<file path="config.mk">
export PLATFORM = sky130hd
export DESIGN_NAME = hiddencpu_fetch_flat
export DESIGN_NICKNAME = d
export VERILOG_FILES = /design/src/rtl/hiddencpu_fetch_pkg.sv /design/src/rtl/hiddencpu_fetch_if.sv /design/src/rtl/hiddencpu_prog_ram.sv /design/src/rtl/hiddencpu_fetch.sv /design/src/flat_wrapper.sv
export SDC_FILE = /design/constraint.sdc
export NUM_CORES = 1
export LEC_CHECK = 0
export CAP_MARGIN = 20
export CORE_MARGIN = 4
export CORE_UTILIZATION = 55
export CTS_BUF_LIST = sky130_fd_sc_hd__clkbuf_16
export DETAILED_ROUTE_END_ITERATION = 8
export DONT_BUFFER_PORTS = 1
export PLACE_DENSITY = 0.7
export SYNTH_ARGS = -nofsm -noshare
export SYNTH_HDL_FRONTEND = slang
export SYNTH_HIERARCHICAL = 1
export SYNTH_SLANG_ARGS = --single-unit
</file>
<file path="constraint.sdc">
create_clock -name clk -period 3.9 [get_ports clk]
set_input_delay 0.78 -clock clk [delete_from_list [all_inputs] [get_ports clk]]
set_output_delay 0.78 -clock clk [all_outputs]
set_load 0.02 [all_outputs]
</file>
<file path="src/rtl/hiddencpu_fetch_pkg.sv">
// Shared definitions for the HiddenCPU instruction-supply stage:
// state encoding, the reset instruction word and the default word width.
package hiddencpu_fetch_pkg;

  localparam int IW_DEFAULT = 6;

  localparam logic [1:0] ST_IDLE = 2'd0;
  localparam logic [1:0] ST_LOAD = 2'd1;
  localparam logic [1:0] ST_RUN  = 2'd2;
  localparam logic [1:0] ST_HALT = 2'd3;

  typedef enum logic [1:0] {
    IDLE = ST_IDLE,
    LOAD = ST_LOAD,
    RUN  = ST_RUN,
    HALT = ST_HALT
  } fetchStateT;

  localparam logic [IW_DEFAULT-1:0] NOP_WORD = 6'b000000;

endpackage

</file>
<file path="src/rtl/hiddencpu_fetch_if.sv">
// Host-load, core-feedback and instruction-issue signals of the fetch stage.
// master = host/core side, slave = the fetch stage itself.
interface hiddencpu_fetch_if
  import hiddencpu_fetch_pkg::*;
#(
  parameter int AW = 4,
  parameter int IW = IW_DEFAULT
) ();

  logic          load_en;
  logic          load_valid;
  logic [IW-1:0] load_data;
  logic          run;
  logic          stall;
  logic          br_taken;
  logic [7:0]    br_offset;
  logic [IW-1:0] instr_out;
  logic          instr_valid;
  logic [AW-1:0] issue_addr;
  logic [AW:0]   prog_len;
  logic          halted;
  logic          overflow;

  modport master (
    output load_en, load_valid, load_data, run, stall, br_taken, br_offset,
    input  instr_out, instr_valid, issue_addr, prog_len, halted, overflow
  );

  modport slave (
    input  load_en, load_valid, load_data, run, stall, br_taken, br_offset,
    output instr_out, instr_valid, issue_addr, prog_len, halted, overflow
  );

endinterface

</file>
<file path="src/rtl/hiddencpu_prog_ram.sv">
// Program store: DEPTH x IW, one synchronous write port and one registered
// read port whose read-enable lets a stalled core keep its current word.
module hiddencpu_prog_ram
  import hiddencpu_fetch_pkg::*;
#(
  parameter int DEPTH = 16,
  parameter int AW    = 4,
  parameter int IW    = IW_DEFAULT
) (
  input  logic          clk,
  input  logic          rst_n,
  input  logic          we,
  input  logic [AW-1:0] wAddr,
  input  logic [IW-1:0] wData,
  input  logic          re,
  input  logic [AW-1:0] rAddr,
  output logic [IW-1:0] rData
);

  logic [IW-1:0] mem [DEPTH];

  // Write port; contents survive reset by design
  always_ff @(posedge clk) begin
    if (we) begin
      mem[wAddr] <= wData;
    end
  end

  // Registered read port, resets to the NOP word seen by the core
  always_ff @(posedge clk or negedge rst_n) begin
    if (!rst_n) begin
      rData <= IW'(NOP_WORD);
    end else if (re) begin
      rData <= mem[rAddr];
    end
  end

endmodule

</file>
<file path="src/rtl/hiddencpu_fetch.sv">
// HiddenCPU fetch stage: host program load, then replay to the core with
// stall and zero-bubble branch support. Define HIDDENCPU_FETCH_LOOP_EN to wrap.
module hiddencpu_fetch
  import hiddencpu_fetch_pkg::*;
#(
  parameter int DEPTH = 16,
  parameter int AW    = 4,
  parameter int IW    = IW_DEFAULT
) (
  input logic               clk,
  input logic               rst_n,
  hiddencpu_fetch_if.slave  bus
);

  localparam logic [AW:0] DEPTH_LEN = (AW+1)'(DEPTH);

  fetchStateT    state;
  fetchStateT    stateNext;
  logic [AW-1:0] issueAddr;
  logic [AW-1:0] issueNext;
  logic [AW-1:0] wrPtr;
  logic [AW-1:0] wrPtrNext;
  logic [AW-1:0] ramRaddr;
  logic [AW-1:0] brTarget;
  logic [AW:0]   progLen;
  logic [AW:0]   progLenNext;
  logic [AW:0]   candNext;
  logic          instrValid;
  logic          validNext;
  logic          overflowR;
  logic          ovfNext;
  logic          haltedR;
  logic          haltedNext;
  logic          ramWe;
  logic          ramRe;
  logic          atEnd;
  logic [IW-1:0] ramRdata;
  logic          unusedBrHi;

  hiddencpu_prog_ram #(
    .DEPTH (DEPTH),
    .AW    (AW),
    .IW    (IW)
  ) u_ram (
    .clk   (clk),
    .rst_n (rst_n),
    .we    (ramWe),
    .wAddr (wrPtr),
    .wData (bus.load_data),
    .re    (ramRe),
    .rAddr (ramRaddr),
    .rData (ramRdata)
  );

  // Branch target wraps mod DEPTH, so only the low offset bits matter
  assign brTarget   = issueAddr + bus.br_offset[AW-1:0];
  assign unusedBrHi = ^bus.br_offset[7:AW];
  assign candNext   = bus.br_taken ? {1'b0, brTarget}
                                   : ({1'b0, issueAddr} + {{AW{1'b0}}, 1'b1});
  assign atEnd      = (candNext >= progLen);

  // State register
  always_ff @(posedge clk or negedge rst_n) begin
    if (!rst_n) begin
      state <= IDLE;
    end else begin
      state <= stateNext;
    end
  end

  // Next-state, pointer and store-control decode
  always_comb begin
    stateNext   = state;
    issueNext   = issueAddr;
    wrPtrNext   = wrPtr;
    progLenNext = progLen;
    validNext   = instrValid;
    ovfNext     = overflowR;
    haltedNext  = haltedR;
    ramWe       = 1'b0;
    ramRe       = 1'b0;
    ramRaddr    = issueAddr;
    case (state)
      IDLE: begin
        validNext  = 1'b0;
        haltedNext = 1'b0;
        if (bus.load_en) begin
          stateNext   = LOAD;
          progLenNext = {(AW+1){1'b0}};
          wrPtrNext   = {AW{1'b0}};
          ovfNext     = 1'b0;
        end else if (bus.run && (progLen != {(AW+1){1'b0}})) begin
          stateNext = RUN;
        end else begin
          stateNext = IDLE;
        end
      end
      LOAD: begin
        if (!bus.load_en) begin
          stateNext = IDLE;
        end else if (bus.load_valid) begin
          if (progLen < DEPTH_LEN) begin
            ramWe       = 1'b1;
            wrPtrNext   = wrPtr + {{(AW-1){1'b0}}, 1'b1};
            progLenNext = progLen + {{AW{1'b0}}, 1'b1};
          end else begin
            ovfNext = 1'b1;
          end
        end else begin
          stateNext = LOAD;
        end
      end
      RUN: begin
        if (!bus.run) begin
          stateNext = IDLE;
          validNext = 1'b0;
        end else if (!instrValid) begin
          // First cycle in RUN: fetch word 0
          ramRe     = 1'b1;
          ramRaddr  = {AW{1'b0}};
          issueNext = {AW{1'b0}};
          validNext = 1'b1;
        end else if (bus.stall) begin
          stateNext = RUN;
        end else if (atEnd) begin
`ifdef HIDDENCPU_FETCH_LOOP_EN
          ramRe     = 1'b1;
          ramRaddr  = {AW{1'b0}};
          issueNext = {AW{1'b0}};
`else
          stateNext  = HALT;
          validNext  = 1'b0;
          haltedNext = 1'b1;
`endif
        end else begin
          ramRe     = 1'b1;
          ramRaddr  = candNext[AW-1:0];
          issueNext = candNext[AW-1:0];
        end
      end
      HALT: begin
        validNext  = 1'b0;
        haltedNext = 1'b1;
        if (!bus.run) begin
          stateNext  = IDLE;
          haltedNext = 1'b0;
        end else begin
          stateNext = HALT;
        end
      end
      default: begin
        stateNext  = IDLE;
        validNext  = 1'b0;
        haltedNext = 1'b0;
      end
    endcase
  end

  // Datapath registers behind every registered output
  always_ff @(posedge clk or negedge rst_n) begin
    if (!rst_n) begin
      issueAddr  <= {AW{1'b0}};
      wrPtr      <= {AW{1'b0}};
      progLen    <= {(AW+1){1'b0}};
      instrValid <= 1'b0;
      overflowR  <= 1'b0;
      haltedR    <= 1'b0;
    end else begin
      issueAddr  <= issueNext;
      wrPtr      <= wrPtrNext;
      progLen    <= progLenNext;
      instrValid <= validNext;
      overflowR  <= ovfNext;
      haltedR    <= haltedNext;
    end
  end

  assign bus.instr_out   = ramRdata;
  assign bus.instr_valid = instrValid;
  assign bus.issue_addr  = issueAddr;
  assign bus.prog_len    = progLen;
  assign bus.overflow    = overflowR;
`ifdef HIDDENCPU_FETCH_LOOP_EN
  assign bus.halted      = 1'b0;
`else
  assign bus.halted      = haltedR;
`endif

endmodule

</file>
<file path="src/flat_wrapper.sv">
// flat-port wrapper written by rule: the top's interface ports become plain ports
module hiddencpu_fetch_flat import hiddencpu_fetch_pkg::*;
#(
  parameter int DEPTH = 16,
  parameter int AW    = 4,
  parameter int IW    = IW_DEFAULT
)
  (clk, rst_n, bus_load_en, bus_load_valid, bus_load_data, bus_run, bus_stall, bus_br_taken, bus_br_offset, bus_instr_out, bus_instr_valid, bus_issue_addr, bus_prog_len, bus_halted, bus_overflow);
  hiddencpu_fetch_if #(.AW(AW), .IW(IW)) bus_i ();
  input logic clk;
  input logic rst_n;
  input wire logic [$bits(bus_i.load_en)-1:0] bus_load_en;
  input wire logic [$bits(bus_i.load_valid)-1:0] bus_load_valid;
  input wire logic [$bits(bus_i.load_data)-1:0] bus_load_data;
  input wire logic [$bits(bus_i.run)-1:0] bus_run;
  input wire logic [$bits(bus_i.stall)-1:0] bus_stall;
  input wire logic [$bits(bus_i.br_taken)-1:0] bus_br_taken;
  input wire logic [$bits(bus_i.br_offset)-1:0] bus_br_offset;
  output wire logic [$bits(bus_i.instr_out)-1:0] bus_instr_out;
  output wire logic [$bits(bus_i.instr_valid)-1:0] bus_instr_valid;
  output wire logic [$bits(bus_i.issue_addr)-1:0] bus_issue_addr;
  output wire logic [$bits(bus_i.prog_len)-1:0] bus_prog_len;
  output wire logic [$bits(bus_i.halted)-1:0] bus_halted;
  output wire logic [$bits(bus_i.overflow)-1:0] bus_overflow;
  assign bus_i.load_en = bus_load_en;
  assign bus_i.load_valid = bus_load_valid;
  assign bus_i.load_data = bus_load_data;
  assign bus_i.run = bus_run;
  assign bus_i.stall = bus_stall;
  assign bus_i.br_taken = bus_br_taken;
  assign bus_i.br_offset = bus_br_offset;
  assign bus_instr_out = bus_i.instr_out;
  assign bus_instr_valid = bus_i.instr_valid;
  assign bus_issue_addr = bus_i.issue_addr;
  assign bus_prog_len = bus_i.prog_len;
  assign bus_halted = bus_i.halted;
  assign bus_overflow = bus_i.overflow;
  hiddencpu_fetch #(.DEPTH(DEPTH), .AW(AW), .IW(IW)) u_core (.clk(clk), .rst_n(rst_n), .bus(bus_i));
endmodule
</file>
==> impl_metrics.json, run 1 <==
{
  "synthAdderAreaFrac": 0.0437,
  "place.gp.congestion": 0.816,
  "synthSimpleGateAreaFrac": 0.0734,
  "cts_htree_levels": 4,
  "final_common_cell": "edfxtp_1",
  "clk_pin_slew_ns": 0.06,
  "io_pins": 39,
  "antenna_found_initial": 0,
  "finalCritPeriodShare": 0.978,
  "synthFlopType": "edfxtp_1",
  "wirelength_um": 10800,
  "dr_total_vias": 2992,
  "setup_tns_ns": 0,
  "numCtsBuffers": 17,
  "maxCapViolCount": 0,
  "grt_pass1_vias": 2971,
  "grt_max_degree": 25,
  "synth_edf_count": 96,
  "grt_first_pass_wirelength_um": 16500,
  "critPathLaunchType": "flip-flop",
  "drcViolationCount": 0,
  "start_util": 0.570,
  "hold_class": "primary input to async pin",
  "num_antenna_cells": 0,
  "max_freq_mhz": 262,
  "grtUsageTotal": 0.201,
  "die_h_um": 106,
  "synthMuxAreaShare": 0.135,
  "setup_viol": 0,
  "yosysUniqueCellTypes": 46,
  "root_buffer": "clkbuf_16",
  "finalCriticalPeriod_ns": 3.81,
  "power_density_nw_per_um2": 633,
  "area_growth_pct": 18.9,
  "syn-num-nets": 365,
  "drv_slew": 0,
  "final_core_util": 0.678,
  "path_max_fanout": 6,
  "cts.sinks": 120,
  "row_count": 35,
  "finalHoldViolCount": 0,
  "worstSetupPathType": "flip-flop to flip-flop",
  "die_w_um": 106,
  "vias_per_cell": 5.94,
  "async_flop_share": 0.200,
  "hpwlAfterDp_um": 6900,
  "yosysWarnings": 6,
  "hold_buffers": 0,
  "p_leak_nw": 2.28,
  "cp.arrival_ns": 4.09,
  "ys_seq_area_frac": 0.655,
  "drt_iter0_markers": 305,
  "slew_headroom": 0.340,
  "finClkSkew_ns": 0.00973,
  "avgSynthCellArea_um2": 16.3,
  "synth_compound_area_frac": 0.0595,
  "final_cell_mix": "edfxtp_1, nor2_1, dfrtp_1, buf_4, clkbuf_16",
  "drtAntennaViolNets": 0,
  "core_area_um2": 9330,
  "die_area_um2": 11300,
  "total_power_mw": 4.01,
  "vdd_drop_max_mv": 0.397,
  "cts_tree": "built",
  "netlist_instances": 326,
  "tightest_slew_ns": 0.982,
  "synth_area_um2": 5320,
  "synth-xor-area-share": 0.00494,
  "status": "finished, final reports clean",
  "dr.pass1.iters": 4,
  "avgRoutedWirePerCell_um": 21.5,
  "port_buffers": 0,
  "synth_top_family_by_area": "multiplexers",
  "worstPathRequired_ns": 4.18,
  "worst_skew_pair.late_latency_ns": 0.40,
  "drive_gt1_frac": 0.264,
  "ys_seq_elements": 120,
  "cp-end-kind": "flip-flop",
  "holdWs_ns": 0.0652,
  "clockBufferDepth": 2,
  "grt_overflow": 0,
  "fin_nets": 401
}
==> cells in the mapped netlist (all sizes together) (6+ instances only) <==
cell type	n	area [um^2]
a21oi	8	40.0
o21ai	11	55.1
inv	13	48.8
a221oi	6	52.6
buf	9	92.6
o22ai	9	56.3
nor2	29	116
mux2i	10	100
mux4	24	586
nand2	13	48.8
ha	17	213
dfrtp	24	601
edfxtp	96	2880
nand3	9	50.1
==> where the power goes <==
group          switching, mW  internal [mW]
Sequential             0.167           1.48
Combinational          0.448          0.446
Clock                  0.542          0.930
Total                   1.16           2.85
==> layout make-up <==
cell class,count,area (um^2)
clock buffers,17,425
clock inverters,15,140
fillers,598,3000
inverters,13,48.8
multi-input cells,181,1760
flip-flops and latches,120,3480
well taps,129,161
repair buffers,29,305
==> critical path, cell delays in order, from the launching register on <==
cell and delay (ns):
dfrtp_1 0.40, ha_1 0.31, a21oi_2 0.06, a311o_1 0.33, nor2_2 0.18, xnor2_2 0.09
ha_1 0.28, nand2_1 0.07, a211o_1 0.29, a31oi_4 0.29, inv_2 0.08, o22ai_4 0.21
clkbuf_16 0.22, mux4_1 0.57, o22ai_2 0.20, a221oi_2 0.10
==> final timing paths <==
| check | from | to | slack (ns) | cells after the start |
|---|---|---|---|---|
| min in group clk | bus_load_data[0] | u_core/u_ram/mem[12][0]$_DFFE_PP_ | 0.47 | 0 |
| hold reg to reg | u_core/wrPtr[3]$_DFFE_PN0P_ | u_core/wrPtr[3]$_DFFE_PN0P_ | 0.62 | 2 |
| max in group asynchronous | rst_n | u_core/u_ram/rData[3]$_DFFE_PN0P_ | 3.75 | 0 |
| setup reg to reg | u_core/bus.issue_addr[1]$_DFF_PN0_ | u_core/u_ram/rData[4]$_DFFE_PN0P_ | 0.09 | 15 |
| setup / recovery | u_core/bus.issue_addr[1]$_DFF_PN0_ | u_core/u_ram/rData[4]$_DFFE_PN0P_ | 0.09 | 15 |
| hold / removal | rst_n | u_core/bus.halted$_DFFE_PN0P_ | 0.07 | 0 |
==> kinds of logic (layout without fill, tap and decap cells) <==
kind of cell | after synthesis | count (layout)
muxes | 37 | 37
adders and majority gates | 18 | 18
buffers and inverters | 25 | 74
and+or+nand+nor | 76 | 76
xor gates and xnor gates | 3 | 3
DFF | 120 | 120
AOI/OAI and AO/OA | 47 | 47
==> layer usage <==
| metal | part of all wire | vias to the layer above | GRT usage |
|---|---|---|---|
| met5 | 0 | - | 0 |
| met4 | 0.015 | 0 | 0.0814 |
| met3 | 0.080 | 18 | 0.0753 |
| met2 | 0.48 | 100 | 0.307 |
| met1 | 0.42 | 1504 | 0.260 |
| li1 | - | 1370 | - |
==> flip-flops by register name, indices dropped and copies added (netlist names) <==
name,count
u_core/bus.halted,1
u_core/bus.instr_valid,1
u_core/bus.issue_addr,4
u_core/bus.overflow,1
u_core/bus.prog_len,5
u_core/state,2
u_core/u_ram/mem,96
u_core/u_ram/rData,6
u_core/wrPtr,4
==> repair_timing <==
action,in CTS,in global routing
gates cloned,0,2
pin swaps,0,9
buffers inserted,0,6
endpoints found under the setup margin,1,6
gates resized for setup,1,27
==> stage by stage <==
step | instances | cell area, um^2 | setup slack (ns)
CTS | 496 | 6160 | 0.0155
global route | 504 | 6330 | -0.0529
floorplan | 326 | 5340 | 0.000648
detailed placement | 464 | 5590 | -0.355
finish | 504 | 6330 | 0.0852
global placement | 464 | 5590 | -0.320
(Power assumes the default switching activity.)
==> run 2, diff against run 1 <==
--- a/config.mk
+++ b/config.mk
@@ -12,6 +12,7 @@
 export DETAILED_ROUTE_END_ITERATION = 8
 export DONT_BUFFER_PORTS = 1
 export PLACE_DENSITY = 0.7
+export SKIP_CTS_REPAIR_TIMING = 1
 export SYNTH_ARGS = -nofsm -noshare
 export SYNTH_HDL_FRONTEND = slang
 export SYNTH_HIERARCHICAL = 1
==> impl_metrics.json, run 2 (same netlist as run 1, synthesis figures left out) <==
{
  "grt_first_pass_wirelength_um": 16500,
  "dr_total_vias": 2984,
  "grtUsageTotal": 0.201,
  "cp-end-kind": "flip-flop",
  "power_density_nw_per_um2": 634,
  "path_max_fanout": 6,
  "num_antenna_cells": 0,
  "r2r_cells": 15,
  "critPathLaunchType": "flip-flop",
  "drcViolationCount": 0,
  "vdd_drop_max_mv": 0.397,
  "top_register": "u_core/u_ram/mem",
  "final_common_cell": "edfxtp_1",
  "grt_max_degree": 25,
  "cts.sinks": 120,
  "hpwlAfterDp_um": 6900,
  "die_area_um2": 11300,
  "cts_tree": "built",
  "tightest_slew_ns": 0.975,
  "critPathTopFamily": "compound AO/OA/AOI/OAI gates",
  "grt_overflow": 0,
  "cts_htree_levels": 4,
  "cpPeakStageDelay_ns": 0.60,
  "finalCritPeriodShare": 0.978,
  "setup_tns_ns": 0,
  "place.gp.congestion": 0.816,
  "io_pins": 39,
  "drt_iter0_markers": 284,
  "antenna_found_initial": 0,
  "row_count": 35,
  "path_cells": "ha_1, a21oi_2, a311o_1, nor2_2, xnor2_2, ha_1, nand2_1, a211o_1, a31oi_4, inv_2, o22ai_4, buf_12, mux4_1, o22ai_1, a221oi_1",
  "r2r-start": "u_core/bus.issue_addr[1]$_DFF_PN0_",
  "crit_top_cell": "ha_1",
  "setup_viol": 0,
  "drive_gt1_frac": 0.264,
  "finalCriticalPeriod_ns": 3.81,
  "rr_endpoint": "u_core/u_ram/rData[2]$_DFFE_PN0P_",
  "port_buffers": 0,
  "final_area_um2": 6330,
  "clockBufferDepth": 2,
  "root_buffer": "clkbuf_16",
  "slew_headroom": 0.345,
  "drv_slew": 0,
  "dp.cells": 464,
  "hold_class": "primary input to async pin",
  "start_util": 0.570,
  "finalHoldViolCount": 0,
  "drtAntennaViolNets": 0,
  "clk_pin_slew_ns": 0.06,
  "dr.pass1.iters": 5,
  "vias_per_cell": 5.92,
  "largest_reg_flops": 96,
  "crit_slowest_cell": "mux4_1",
  "finClkSkew_ns": 0.0101,
  "cp.arrival_ns": 4.08,
  "max_freq_mhz": 262,
  "die_w_um": 106,
  "rrSetupSlack_ns": 0.09,
  "worstPathRequired_ns": 4.17,
  "numCtsBuffers": 17,
  "grt_pass1_vias": 2960,
  "wirelength_um": 10800,
  "total_power_mw": 4.01,
  "place_area_um2": 5590,
  "p_leak_nw": 2.28,
  "finalNonFillerCells": 504,
  "worstSetupPathType": "flip-flop to flip-flop",
  "avgRoutedWirePerCell_um": 21.5,
  "status": "finished, final reports clean",
  "core_area_um2": 9330,
  "fin_nets": 401,
  "path_buf_inv": 2,
  "die_h_um": 106,
  "maxCapViolCount": 0,
  "area_growth_pct": 18.9,
  "final_cell_mix": "edfxtp_1, nor2_1, dfrtp_1, buf_4, clkbuf_16",
  "worst_skew_pair.late_latency_ns": 0.40
}
## run 2: cell counts in the layout (fill, tap and decap cells not counted)
No cell type changed its count.
## run 2: where the power goes
group	switching, mW	leakage (nW)	total (mW)	internal, mW
Clock	0.544	0.288	1.47	0.930
Sequential	0.167	1.17	1.64	1.48
Combinational	0.449	0.819	0.895	0.446
## run 2: worst max path at each step
stage                     slack [ns]                                 to  cells after the start                                from
after floorplan               0.0006  u_core/u_ram/rData[0]$_DFFE_PN0P_                     16                    bus_br_offset[2]
after global routing           -0.08  u_core/u_ram/rData[4]$_DFFE_PN0P_                     15  u_core/bus.issue_addr[1]$_DFF_PN0_
after global placement         -0.32  u_core/u_ram/rData[5]$_DFFE_PN0P_                     16                    bus_br_offset[2]
after detailed placement       -0.36  u_core/u_ram/rData[5]$_DFFE_PN0P_                     16                    bus_br_offset[2]
final                           0.09  u_core/u_ram/rData[2]$_DFFE_PN0P_                     15  u_core/bus.issue_addr[1]$_DFF_PN0_
after CTS                     -0.007  u_core/u_ram/rData[5]$_DFFE_PN0P_                     16  u_core/bus.issue_addr[1]$_DFF_PN0_
## run 2: layout make-up
type,instances,area [um^2]
inverter,13,48.8
tap,129,161
multi-input combinational,181,1760
fill,598,3000
clock buffer,17,425
clock inverter,15,140
sequential,120,3480
timing repair buffer,29,305
## run 2: per-stage QoR
| stage | hold slack (ns) | setup WS [ns] | utilization |
|---|---|---|---|
| CTS | 0.0448 | -0.00678 | 0.660 |
| global route | 0.0426 | -0.0795 | 0.678 |
| finish | 0.0650 | 0.0868 | 0.678 |
| detailed placement | 0.485 | -0.355 | 0.599 |
| floorplan | 0.484 | 0.000648 | - |
| global placement | 0.485 | -0.320 | 0.599 |
## run 2: metal layers
| metal | global-route usage | part of all wire | vias up |
|---|---|---|---|
| li1 | - | - | 1364 |
| met1 | 0.261 | 0.43 | 1492 |
| met2 | 0.308 | 0.47 | 110 |
| met3 | 0.0741 | 0.085 | 18 |
| met4 | 0.0786 | 0.016 | 0 |
| met5 | 0 | 0 | - |
